--- src/rtl/grid_walker_seq.sv ---
// Grid walker: steps (X, Y) one unit per clock from valid/ready move commands.
// Define GRID_WRAP_EN to wrap at grid edges instead of saturating.
module grid_walker_seq #(
  parameter int COORD_W = 4,
  parameter int DIS_W   = 2,
  parameter int MCNT_W  = 8
) (
  input  logic               clk,
  input  logic               reset,
  input  logic               load_valid,
  input  logic [COORD_W-1:0] init_x,
  input  logic [COORD_W-1:0] init_y,
  input  logic               cmd_valid,
  input  logic [1:0]         cmd_dir,
  input  logic [DIS_W-1:0]   cmd_dis,
  output logic               cmd_ready,
  output logic [COORD_W-1:0] pos_x,
  output logic [COORD_W-1:0] pos_y,
  output logic               busy,
  output logic               move_done,
  output logic               edge_hit,
  output logic [MCNT_W-1:0]  move_count
);

`ifdef GRID_WRAP_EN
  localparam bit WRAP = 1'b1;
`else
  localparam bit WRAP = 1'b0;
`endif

  localparam logic [COORD_W-1:0] CMAX = '1;
  localparam logic [COORD_W-1:0] CMIN = '0;
  localparam logic [COORD_W-1:0] ONE  = COORD_W'(1);

  typedef enum logic {
    IDLE,
    STEP
  } state_t;

  state_t             state_q, state_d;
  logic [COORD_W-1:0] pos_x_q, pos_x_d;
  logic [COORD_W-1:0] pos_y_q, pos_y_d;
  logic [1:0]         dir_q, dir_d;
  logic [DIS_W-1:0]   rem_q, rem_d;
  logic               done_q, done_d;
  logic               edge_q, edge_d;
  logic [MCNT_W-1:0]  cnt_q, cnt_d;

  logic [COORD_W-1:0] step_x;
  logic [COORD_W-1:0] step_y;
  logic               step_hit;
  logic [MCNT_W-1:0]  cnt_inc;

  always_ff @(posedge clk or posedge reset) begin
    if (reset) begin
      state_q <= IDLE;
      pos_x_q <= '0;
      pos_y_q <= '0;
      dir_q   <= '0;
      rem_q   <= '0;
      done_q  <= 1'b0;
      edge_q  <= 1'b0;
      cnt_q   <= '0;
    end else begin
      state_q <= state_d;
      pos_x_q <= pos_x_d;
      pos_y_q <= pos_y_d;
      dir_q   <= dir_d;
      rem_q   <= rem_d;
      done_q  <= done_d;
      edge_q  <= edge_d;
      cnt_q   <= cnt_d;
    end
  end

  // Candidate position for one unit step along the latched direction.
  always_comb begin
    step_x   = pos_x_q;
    step_y   = pos_y_q;
    step_hit = 1'b0;
    unique case (dir_q)
      2'b00: begin
        step_hit = (pos_x_q == CMAX);
        step_x   = pos_x_q + ONE;
      end
      2'b01: begin
        step_hit = (pos_x_q == CMIN);
        step_x   = pos_x_q - ONE;
      end
      2'b10: begin
        step_hit = (pos_y_q == CMAX);
        step_y   = pos_y_q + ONE;
      end
      2'b11: begin
        step_hit = (pos_y_q == CMIN);
        step_y   = pos_y_q - ONE;
      end
    endcase
    if (step_hit && !WRAP) begin
      step_x = pos_x_q;
      step_y = pos_y_q;
    end
  end

  assign cnt_inc = (cnt_q == '1) ? cnt_q : cnt_q + MCNT_W'(1);

  always_comb begin
    state_d = state_q;
    pos_x_d = pos_x_q;
    pos_y_d = pos_y_q;
    dir_d   = dir_q;
    rem_d   = rem_q;
    done_d  = 1'b0;
    edge_d  = edge_q;
    cnt_d   = cnt_q;
    unique case (state_q)
      IDLE: begin
        if (load_valid) begin
          pos_x_d = init_x;
          pos_y_d = init_y;
          edge_d  = 1'b0;
          cnt_d   = '0;
        end else if (cmd_valid) begin
          dir_d = cmd_dir;
          if (cmd_dis == '0) begin
            done_d = 1'b1;
            cnt_d  = cnt_inc;
          end else begin
            rem_d   = cmd_dis;
            state_d = STEP;
          end
        end
      end
      STEP: begin
        pos_x_d = step_x;
        pos_y_d = step_y;
        rem_d   = rem_q - DIS_W'(1);
        if (step_hit) edge_d = 1'b1;
        // Last step: done is registered so it pulses while cmd_ready is high.
        if (rem_q == DIS_W'(1)) begin
          state_d = IDLE;
          done_d  = 1'b1;
          cnt_d   = cnt_inc;
        end
      end
      default: state_d = IDLE;
    endcase
  end

  assign cmd_ready  = (state_q == IDLE);
  assign busy       = (state_q == STEP);
  assign pos_x      = pos_x_q;
  assign pos_y      = pos_y_q;
  assign move_done  = done_q;
  assign edge_hit   = edge_q;
  assign move_count = cnt_q;

endmodule

--- config.mk ---
export PLATFORM = sky130hd
export DESIGN_NAME = grid_walker_seq
export DESIGN_NICKNAME = d
export VERILOG_FILES = /design/src/rtl/grid_walker_seq.sv
export SDC_FILE = /design/constraint.sdc
export NUM_CORES = 1
export LEC_CHECK = 0
export BUFFER_PORTS_ARGS = -buffer_cell sky130_fd_sc_hd__buf_2
export CORE_MARGIN = 5
export CORE_UTILIZATION = 56
export DETAILED_ROUTE_END_ITERATION = 8
export PLACE_DENSITY = 0.81
export SYNTH_ARGS = -nofsm -noshare
export SYNTH_HDL_FRONTEND = slang
export SYNTH_SLANG_ARGS = --single-unit
--- constraint.sdc ---
create_clock -name clk -period 4.1 [get_ports clk]
set_input_delay 0.82 -clock clk [delete_from_list [all_inputs] [get_ports clk]]
set_output_delay 0.82 -clock clk [all_outputs]
set_load 0.01 [all_outputs]
==> results.md, run 1 <==
* Outcome: complete, no violations
* Measured slew at the worst slew-check pin at 878 ps
* Max H-tree Level at 1
* Hpwl dp at 2.65 mm
* Kind of end point of the critical path: output port
* Multi-input logic area at 793 sq um
* Pin count of the biggest net entering global routing at 24
* Maximum VDD drop at 439 uV
* Die height at 60.8 um
* DRT antenna net count at 0
* Cell Chain, Critical Path: inv_1 -> buf_2
* Dominant synthesized flop cell: dfrtp_1
* Clk slew on worst S/H paths at 130 ps
* Ant diodes at 0
* Sequential cell area fraction in the yosys report at 39.9%
* Final core occ at 66.2%
* Drt first-iter violations at 84
* Die X at 60.8 um
* Initial Utilization at 58.3%
* WP data required at 3280 ps
* Crit path max-delay family: flip-flops
* Count of different cell masters after synthesis at 48
* Unrepaired setup endpoints after global routing: false
* DRC viols at 0
* CTS tree: done
* Pwr dens at 688 nW/um^2
* Mux contribution to synthesized area at 6.50%
* Hold_buf cts at 0
* Worst Path Max Fanout at 20
* Filler cells at 224
* CTS root buffer: clkbuf_4
* Final period util at 57.9%
* Area share of and/or/nand/nor cells after synthesis at 21.8%
* Reg area at 576 sq um
* Min-delay worst type: flip-flop to flip-flop
* Number of global-route vias before repair at 1363
* Crit path kind: flip-flop to output port
* Post-synthesis async set-or-reset flop share at 100%
* # nets final at 206
* Final Max Tran Viols at 0
* Cells after synthesis at 151
* Max transition margin at 41.4%
* Clock skew at 4.43 ps
* Total gr overflow at 0
* Slowest cell on crit path: dfrtp_1
* Syn_nets at 171
* Clk_lat worst skew at 310 ps
* Max Cap Viol at 0
* First-pass GRT wire length at 5.92 mm
* CP peak stage delay at 810 ps
* Final period demand of the worst path at 2370 ps
* Routed wire per std cell at 16.2 um
* Compound-Gate Fraction of Synth Area at 21.9%
* Final hold vios at 0
* Arrival @ worst endpoint at 1550 ps
* Cts repair resizes at 0
* Synthesis-stage register bit count at 23
* Placed Cells at 211
* Worst setup SP type: flip-flop
* Die ar. at 3690 sq um
* Total length of routed wires at 3.49 mm
* Io pins at 36
* Layout area overhead at 13.5%
* Max frequency at 0.421 GHz
* Non-Filler Instances at 215
* Placer Congestion at 0.833
* Ys Warns at 0
* Final setup fails at 0
* Main combinational cell family by area after synthesis: compound AO/OA/AOI/OAI gates
* Synth Area in Adders at 3.47%
* TritonRoute pass-1 iters at 4
* Mean area per synthesized cell at 9.56 sq um
* Post-Syn Area at 1440 sq um
* Clk buf depth at 2
* Core Rows at 18
* Setup TNS at 0 ps
* P_leak at 0.000732 uW
* Setup repair bufs after CTS at 0
* # port buffers at 35
* Post-synthesis xor/xnor area fraction at 1.21%
* Vias per cell at 6.26
* Total GRT Usage at 21.1%
* Post-synth EDFFs at 0
* TritonCTS buffer count at 3
* Hold Slack at 522 ps
* Clock tree sinks at 23
* Core area at 2480 sq um
* Ratio of cells with drive above 1 in the final layout at 27.0%
* Routed vias at 1345
* Antenna violations before repair at 0
* CP bufs+invs at 2
==> synthesized netlist by cell type, drive strengths merged, types with 2 or more instances <==
library cell	number	area share (%)
a31oi	4	1.7
and3	2	0.95
mux2i	6	4.2
a21oi	7	2.4
nand2	12	3.1
nor2	7	1.8
o31ai	5	2.6
a221oi	2	1.6
nor4	3	1.3
and2b	2	1.0
dfrtp	23	40
xnor2	2	1.2
or4	6	3.1
ha	4	3.5
nor2b	4	1.7
mux2	3	2.3
inv	4	1.0
buf	6	3.9
or3	2	0.87
nand2b	5	2.2
o21ai	11	4.1
nor3	3	1.0
nand3	5	1.7
a211oi	5	2.6
==> layer usage <==
metal	GRT usage, %	up-vias	part of all wire [%]
met4	6.50	0	0.86
li1	-	642	-
met3	2.55	4	5.3
met5	0	-	0
met1	24.2	652	39
met2	40.2	47	55
==> cell families (layout without fill, tap and decap cells) <==
kind of cell	after synthesis	count (layout)
xor gates and xnor gates	2	2
adders and majority gates	4	4
muxes	9	9
and+or+nand+nor	57	57
DFF	23	23
AOI/OAI and AO/OA	45	45
buffers and inverters	11	45
==> layout make-up <==
cell class                 count  share of cell area [%]
clock buffer                   3                    1.37
clock inverter                 1                   0.305
inverter                       4                   0.916
multi-input combinational    117                    48.4
sequential                    23                    35.1
tap                           30                    2.29
timing repair buffer          37                    11.6
==> stage by stage <==
step | total power (uW) | instance area, sq um | setup WS, ps
global placement | 972 | 1610 | 1910
detailed placement | 1020 | 1610 | 1840
global route | 1230 | 1640 | 1640
finish | 1130 | 1640 | 1730
CTS | 1130 | 1640 | 1760
floorplan | 855 | 1440 | 2200
==> flip-flops by register name, summed over array words and instances (netlist names) <==
register    flops
dir_q           2
edge_hit        1
move_done       1
busy            1
pos_y           4
pos_x           4
rem_q           2
move_count      8
==> path summary, 6_finish.rpt <==
path	to	from	cells after the start	slack, ps
max in group asynchronous	pos_x[0]	reset	2	2890
min in group asynchronous	pos_y[0]	reset	2	670
setup reg to reg	pos_y[2]	dir_q[0]	7	2110
hold reg to reg	rem_q[0]	rem_q[0]	1	520
setup / recovery	cmd_ready	busy	2	1730
hold / removal	rem_q[0]	rem_q[0]	1	520
==> placed cells by master, fill, tap and decap left out, drive strengths merged, types with 5 or more instances in the layout <==
cell type	Yosys	routed
nand2b	5	5
a211oi	5	5
o31ai	5	5
or4	6	6
nor2	7	7
nand3	5	5
a21oi	7	7
nand2	12	12
o21ai	11	11
mux2i	6	6
buf	6	37
dfrtp	23	23
==> report_power, final <==
part / switching (uW) / internal, uW
clock network: 69.6 / 36.4
logic: 301 / 263
registers: 147 / 310
Power figures use the tool's default switching activity.
==> inputs of run 2 (changes only) <==
--- a/config.mk
+++ b/config.mk
@@ -5,11 +5,12 @@
 export SDC_FILE = /design/constraint.sdc
 export NUM_CORES = 1
 export LEC_CHECK = 0
+export ABC_AREA = 1
 export BUFFER_PORTS_ARGS = -buffer_cell sky130_fd_sc_hd__buf_2
 export CORE_MARGIN = 5
-export CORE_UTILIZATION = 56
+export CORE_UTILIZATION = 48
 export DETAILED_ROUTE_END_ITERATION = 8
-export PLACE_DENSITY = 0.81
+export PLACE_DENSITY = 0.73
 export SYNTH_ARGS = -nofsm -noshare
 export SYNTH_HDL_FRONTEND = slang
 export SYNTH_SLANG_ARGS = --single-unit
==> constraint.sdc (replaced) <==
create_clock -name clk -period 2.14 [get_ports clk]
set_input_delay 0.428 -clock clk [delete_from_list [all_inputs] [get_ports clk]]
set_output_delay 0.428 -clock clk [all_outputs]
set_load 0.01 [all_outputs]
==> run 2 against run 1 <==
Worst setup slack worse by 1300 ps. Synthesized cell count up 55%. Highest routed layer unchanged. Combinational power increased to 2.8 times the previous value.
==> results.md, run 2 <==
* # nets final at 292 (was 206)
* WP data required at 1710 ps (was 3280 ps)
* Most common cell in the netlist: nand2_1 (was dfrtp_1)
* TritonCTS buffer count at 3 (unchanged)
* Filler cells at 319 (was 224)
* Routed vias at 1563 (was 1345)
* Total GRT Usage at 17.5% (was 21.1%)
* Core area at 3080 sq um (was 2480 sq um)
* Cts repair resizes at 0 (unchanged)
* Hold_buf cts at 0 (unchanged)
* Final setup fails at 0 (unchanged)
* Max transition margin at 76.7% (was 41.4%)
* Worst setup SP type: flip-flop (unchanged)
* Max reg flops at 8 (unchanged)
* Unrepaired setup endpoints after global routing: false (unchanged)
* Post-Syn Area at 1560 sq um (was 1440 sq um)
* Placer Congestion at 0.874 (was 0.833)
* Layout area overhead at 16.6% (was 13.5%)
* P_leak at 0.00102 uW (was 0.000732 uW)
* Die X at 66.9 um (was 60.8 um)
* Ant diodes at 0 (unchanged)
* Placed cell areas at 1780 sq um (was 1610 sq um)
* Number of global-route vias before repair at 1437 (was 1363)
* Ratio of cells with drive above 1 in the final layout at 20.3% (was 27.0%)
* Kind of end point of the critical path: output port (unchanged)
* Post-route cell area at 1810 sq um (was 1640 sq um)
* Dominant synthesized flop cell: dfrtp_1 (unchanged)
* Sequential cell area fraction in the yosys report at 37.0% (was 39.9%)
* DRC viols at 0 (unchanged)
* Commonest non-fill, non-tap cell in the layout: nand2_1 (was buf_2)
* Metal1 wirelength at 1.69 mm (was 1.35 mm)
* CTS tree: done (unchanged)
* Io pins at 36 (unchanged)
* Worst Path Max Fanout at 16 (was 20)
* Routed wire per std cell at 11.4 um (was 16.2 um)
* Arrival @ worst endpoint at 1280 ps (was 1550 ps)
* First-pass GRT wire length at 6.15 mm (was 5.92 mm)
* Final period demand of the worst path at 1710 ps
* Core Rows at 20 (was 18)
* Maximum VDD drop at 813 uV (was 439 uV)
* Post-synthesis async set-or-reset flop share at 100% (unchanged)
* Post-synth EDFFs at 0 (unchanged)
* Synthesis-stage register bit count at 23 (unchanged)
* Outcome: complete, no violations (unchanged)
* Metal3 WL at 204 um (was 185 um)
* Leading area contributor after synthesis: dfrtp_1 (unchanged)
* Metal2 WL at 1.69 mm (was 1.93 mm)
* Final Max Tran Viols at 0 (unchanged)
* Syn_nets at 254 (was 171)
* Vias per cell at 4.96 (was 6.26)
* Initial Utilization at 50.5% (was 58.3%)
* Uppermost layer routed: met4 (unchanged)
* Mean area per synthesized cell at 6.65 sq um (was 9.56 sq um)
* Clock skew at 1.79 ps (was 4.43 ps)
* Cells after synthesis at 234 (was 151)
* Drt first-iter violations at 40 (was 84)
* Total gr overflow at 0 (unchanged)
* Commonest cells in the netlist: nand2_1 (82), nand3_1 (30), dfrtp_1 (23) (was dfrtp_1 (23), nand2_1 (12), o21ai_0 (10))
* CTS root buffer: clkbuf_4 (unchanged)
* Antenna violations before repair at 0 (unchanged)
* Crit path kind: flip-flop to output port (unchanged)
* Total length of routed wires at 3.61 mm (was 3.49 mm)
* Setup TNS at 0 ps (unchanged)
* Min-delay worst type: input port to async pin (was flip-flop to flip-flop)
* Max Cap Viol at 0 (unchanged)
* Hpwl dp at 2.81 mm (was 2.65 mm)
* Final hold vios at 0 (unchanged)
* Max H-tree Level at 1 (unchanged)
* # port buffers at 35 (unchanged)
* Clk slew on worst S/H paths at 130 ps (about the same)
* Ys Warns at 0 (unchanged)
* Max frequency at 0.585 GHz
* Clk_lat worst skew at 310 ps (about the same)
* TritonRoute pass-1 iters at 5 (was 4)
* Post-synth top area share at 37.0% (was 39.9%)
* Measured slew at the worst slew-check pin at 347 ps (was 878 ps)
* Clk buf depth at 2 (unchanged)
* Hold Slack at 130 ps (was 522 ps)
* Count of different cell masters after synthesis at 24 (was 48)
* Final period util at 79.9%
* DRT antenna net count at 0 (unchanged)
* Setup repair bufs after CTS at 0 (unchanged)
* Die height at 66.9 um (was 60.8 um)
* Die ar. at 4480 sq um (was 3690 sq um)
* Most frequent cells in the layout: nand2_1 (82), buf_2 (35), nand3_1 (30) (was buf_2 (35), dfrtp_1 (23), nand2_1 (12))
* Clock tree sinks at 23 (unchanged)
* Pwr dens at 1450 nW/um^2 (was 688 nW/um^2)
* Area contributors post-synth: dfrtp_1 (37%), nand2_1 (20%), nand3_1 (9.7%) (was dfrtp_1 (40%), mux2i_1 (4.2%), ha_1 (3.5%))
* Register-to-register setup slack at 450 ps (was 2110 ps)
* Pin count of the biggest net entering global routing at 24 (unchanged)
-- run 2: changes by cell type in the layout (fill, tap and decap cells not counted), sizes merged, moves of 5 or more --
cell | previous run | this run
nand2 | 12 | 84
inv | 4 | 29
nand3 | 5 | 30
nor2 | 7 | 23
mux2i | 6 | 0
or4 | 6 | 0
a211oi | 5 | 0
nand2b | 5 | 0
o31ai | 5 | 0
-- run 2: layout make-up --
type                    instances  area [sq um]  area share, %
well taps                      44          55.1           3.04
clock inverters                 1          7.51          0.414
multi-input cells             178           853           47.1
clock buffers                   3          22.5           1.24
inverters                      29           109           6.00
repair buffers                 37           190           10.5
flip-flops and latches         23           576           31.7
-- run 2: final timing paths --
check | start | cells past startpoint | endpoint
setup / recovery | busy | 2 | cmd_ready
hold / removal | reset | 3 | move_count[2]
setup reg to reg | dir_q[1] | 12 | pos_x[2]
hold reg to reg | rem_q[0] | 2 | rem_q[0]
max in group asynchronous | reset | 3 | pos_x[1]
min in group clk | cmd_dir[0] | 3 | dir_q[0]
-- run 2: cell families after synthesis --
family / count (synthesis) / share of synthesized area [%]
compound gates: 26 / 10.1
flops: 23 / 37.0
buf+inv: 33 / 8.13
simple gates: 144 / 39.3
xor+xnor: 4 / 2.25
fa+ha+maj: 4 / 3.22
-- run 2: per-layer routing --
layer	GRT usage, %	vias to the layer above
li1	-	826
met1	22.8	708
met2	29.7	27
met3	4.38	2
met4	2.28	0
met5	0	-
-- run 2: worst max-delay path, stage by stage, from the launching register on --
cell     delay (ps)
dfrtp_1         510
inv_2           270
buf_2           190
-- run 2: where the power goes --
| group | internal [uW] | total [uW] | switching (uW) | leakage [uW] |
|---|---|---|---|---|
| combinational | 598 | 1560 | 959 | 0.000717 |
| clock | 71.3 | 207 | 136 | 0.0000139 |
| sequential | 611 | 862 | 252 | 0.000289 |
| total | 1280 | 2630 | 1350 | 0.00102 |
-- run 2: per-stage QoR --
stage	power [uW]	setup slack (ps)	instances	utilization, %
floorplan	2010	592	234	-
global placement	2420	516	311	57.9
detailed placement	2430	485	311	57.9
CTS	2650	408	315	58.9
global route	2950	241	315	58.9
finish	2630	430	315	58.9
==> inputs of run 3 (changes only) <==
==> constraint.sdc (replaced) <==
create_clock -name clk -period 1.45 [get_ports clk]
set_input_delay 0.29 -clock clk [delete_from_list [all_inputs] [get_ports clk]]
set_output_delay 0.29 -clock clk [all_outputs]
set_load 0.01 [all_outputs]
==> run 3 against run 2 <==
The run now ends with negative setup slack left. Critical path type is now flip-flop to flip-flop. Non-clock buffer count grew 25. Worst hold slack better by 100 ps. Sequential share of layout area decreased by 4.5 points. Flip-flop and latch count stayed put. Count of clock-buffer cells in the layout up 1. Die area did not move. First-iteration DRC count grew 90%. Sequential power increased by 39%. Total power grew 84%. Cell count increased by 7.9%. Register-to-register slack lost 470 ps. Clock power is 44% higher.
==> results.md, run 3 (synthesis results as in run 2) <==
* Kind of end point of the critical path: flip-flop (was output port)
* Commonest non-fill, non-tap cell in the layout: nand2_1 (unchanged)
* DRC viols at 0 (unchanged)
* Max transition margin at 79.9% (was 76.7%)
* Hold path cells at 3
* Max Cap Viol at 0 (unchanged)
* Crit path to: pos_x[2] (was cmd_ready)
* Final setup fails at 1 (was 0)
* Clk_lat worst skew at 310 ps (about the same)
* TritonRoute pass-1 iters at 4 (was 5)
* Final period util at 102%
* Total gr overflow at 0 (unchanged)
* CTS root buffer: clkbuf_4 (unchanged)
* Arrival @ worst endpoint at 1700 ps (was 1280 ps)
* Worst Path Max Fanout at 3 (was 16)
* Io pins at 36 (unchanged)
* Most frequent CP cell: nand2_1
* CP peak stage delay at 430 ps (was 510 ps)
* RR Endpoint: pos_x[2] (unchanged)
* CP bufs+invs at 1 (was 2)
* Seq pwr share at 24.9% (was 32.8%)
* Placed cell areas at 1890 sq um (was 1780 sq um)
* Ant diodes at 0 (unchanged)
* CTS tree: done (unchanged)
* Failing checks: negative setup slack
* Most frequent cells in the layout: nand2_1 (74), buf_2 (34), nand3_1 (29) (was nand2_1 (82), buf_2 (35), nand3_1 (30))
* Logic gate share of total power at 68.9% (was 59.3%)
* Final period demand of the worst path at 1470 ps
* Unrepaired setup endpoints after global routing: true (was false)
* Hpwl dp at 2.89 mm (was 2.81 mm)
* Vias per cell at 4.97 (was 4.96)
* Power share of the clock group at 6.2% (was 7.9%)
* Antenna violations before repair at 0 (unchanged)
* Die height at 66.9 um (unchanged)
* Number of global-route vias before repair at 1622 (was 1437)
* Clk slew on worst S/H paths at 120 ps (was 130 ps)
* Max frequency at 0.679 GHz
* Routed vias at 1691 (was 1563)
* Sw Ratio at 47.7% (was 51.3%)
* CP startpoint: dir_q[1] (was busy)
* Max H-tree Level at 1 (unchanged)
* Core Rows at 20 (unchanged)
* Pwr dens at 2280 nW/um^2 (was 1450 nW/um^2)
* Clk buf depth at 2 (unchanged)
* Reg-to-Reg Start: dir_q[1] (unchanged)
* Max reg flops at 8 (unchanged)
* Sw power at 2300 uW (was 1350 uW)
* Maximum VDD drop at 1020 uV (was 813 uV)
* WP data required at 1680 ps (was 1710 ps)
* Final Max Tran Viols at 0 (unchanged)
* Final WS setup at -22.3 ps (was 430 ps)
* # nets final at 317 (was 292)
* Clock skew at 5.12 ps (was 1.79 ps)
* Ratio of cells with drive above 1 in the final layout at 34.5% (was 20.3%)
* Cell Chain, Critical Path: inv_2 -> nand2_2 -> xor2_1 -> ha_2 -> nor2_2 -> nand2_2 -> nand2_1 -> nand2_1 -> nand3_2 -> nand2_1 -> nand3_1 -> nand2_1 (was inv_2 -> buf_2)
* Placer Congestion at 0.795 (was 0.874)
* Total GRT Usage at 19.2% (was 17.5%)
* Slowest cell on crit path: dfrtp_1 (unchanged)
* Initial Utilization at 50.5% (unchanged)
* TritonCTS buffer count at 3 (unchanged)
* Die ar. at 4480 sq um (unchanged)
* Routed wire per std cell at 11.7 um (was 11.4 um)
* Crit path max-delay family: simple AND/OR/NAND/NOR gates (was flip-flops)
* Internal power at 2530 uW (was 1280 uW)
* Pin count of the biggest net entering global routing at 24 (unchanged)
* Instance count on the critical path at 12 (was 2)
* Core area at 3080 sq um (unchanged)
* Worst setup SP type: flip-flop (unchanged)
* Final hold vios at 0 (unchanged)
* Drt first-iter violations at 76 (was 40)
* R2R depth at 12 (unchanged)
* Layout area overhead at 36.6% (was 16.6%)
* Measured slew at the worst slew-check pin at 302 ps (was 347 ps)
* Outcome: complete, but fails checks (was complete, no violations)
* # port buffers at 35 (unchanged)
* Total length of routed wires at 3.96 mm (was 3.61 mm)
* M3 GR Usage at 2.19% (was 4.38%)
* Min-delay worst type: input port to flip-flop (was input port to async pin)
* Register-to-register setup slack at -20 ps (was 450 ps)
* Post-route cell area at 2120 sq um (was 1810 sq um)
* DRT antenna net count at 0 (unchanged)
* P_leak at 0.00116 uW (was 0.00102 uW)
* Power, Total at 4830 uW (was 2630 uW)
* GRT Max-Usage Layer: met2 (unchanged)
* Die X at 66.9 um (unchanged)
* GR Util met2 at 35.3% (was 29.7%)
* Crit path kind: flip-flop to flip-flop (was flip-flop to output port)
* First-pass GRT wire length at 6.67 mm (was 6.15 mm)
* Clock tree sinks at 23 (unchanged)
* Grt met1 use at 22.7% (was 22.8%)
run 3: cell types whose count changed in the layout (fill, tap and decap cells not counted), moves of 2 or more:
cell and change:
buf_4 +20, buf_6 +4, dfrtp_1 -2, dfrtp_2 +2, ha_1 -4, ha_2 +2, ha_4 +2, inv_1 -4
inv_2 +3, nand2_1 -8, nand2_2 +6, nand2_4 +2, nor2_1 -3, nor2_2 +2
run 3: worst min-delay path by stage:
stage | startpoint | end | slack (ps)
6_report | cmd_dir[0] | dir_q[0] | 230
4_1_cts | cmd_dir[1] | dir_q[1] | 220
2_1_floorplan | reset | busy | 290
3_3_place_gp | reset | pos_y[1] | 340
5_1_grt | cmd_dir[0] | dir_q[0] | 220
3_5_place_dp | reset | pos_y[1] | 350
run 3: cell type report:
| cell class | instances | area [sq um] |
|---|---|---|
| sequential | 23 | 578 |
| inverter | 29 | 111 |
| multi-input combinational | 178 | 948 |
| clock buffer | 4 | 26.3 |
| timing repair buffer | 62 | 405 |
| fill | 286 | 953 |
| tap | 44 | 55.1 |
run 3: what timing repair did:
item / CTS / global route
hold buffers: 1 / 0
gates resized for setup: 1 / 33
setup endpoints to repair: 2 / 17
setup buffers: 2 / 8
hold endpoints to repair: 17 / 0
pin swaps: 0 / 8
run 3: worst min-delay path, cell delays in order:
cell,delay [ps]
buf_2,90
nor2_1,40
a21oi_1,100
run 3: per-layer routing:
metal  wire, um  up-vias
li1           -      876
met1       1800      775
met2       1980       35
met3        124        5
met4         55        0
met5          0        -
run 3: power by group through the flow:
stage / combinational, uW / clock [uW] / sequential (uW)
after floorplan: 1720 / 0 / 1260
after detailed placement: 2700 / 0 / 1210
after global placement: 2660 / 0 / 1200
after global routing: 3800 / 340 / 1250
after CTS: 2780 / 313 / 1180
final: 3330 / 298 / 1200
run 3: metrics by stage:
stage	cells	hold WS, ps	setup TNS (ps)	utilization (%)	worst slack, ps
6_report	340	234	-22.3	69.0	-22.3
5_1_grt	340	218	-885	69.0	-150
4_1_cts	332	216	-14.4	63.3	-14.4
3_5_place_dp	325	353	-31.5	61.5	-31.5
3_3_place_gp	325	344	0	61.5	17.5
2_1_floorplan	234	292	-12.9	-	-12.9
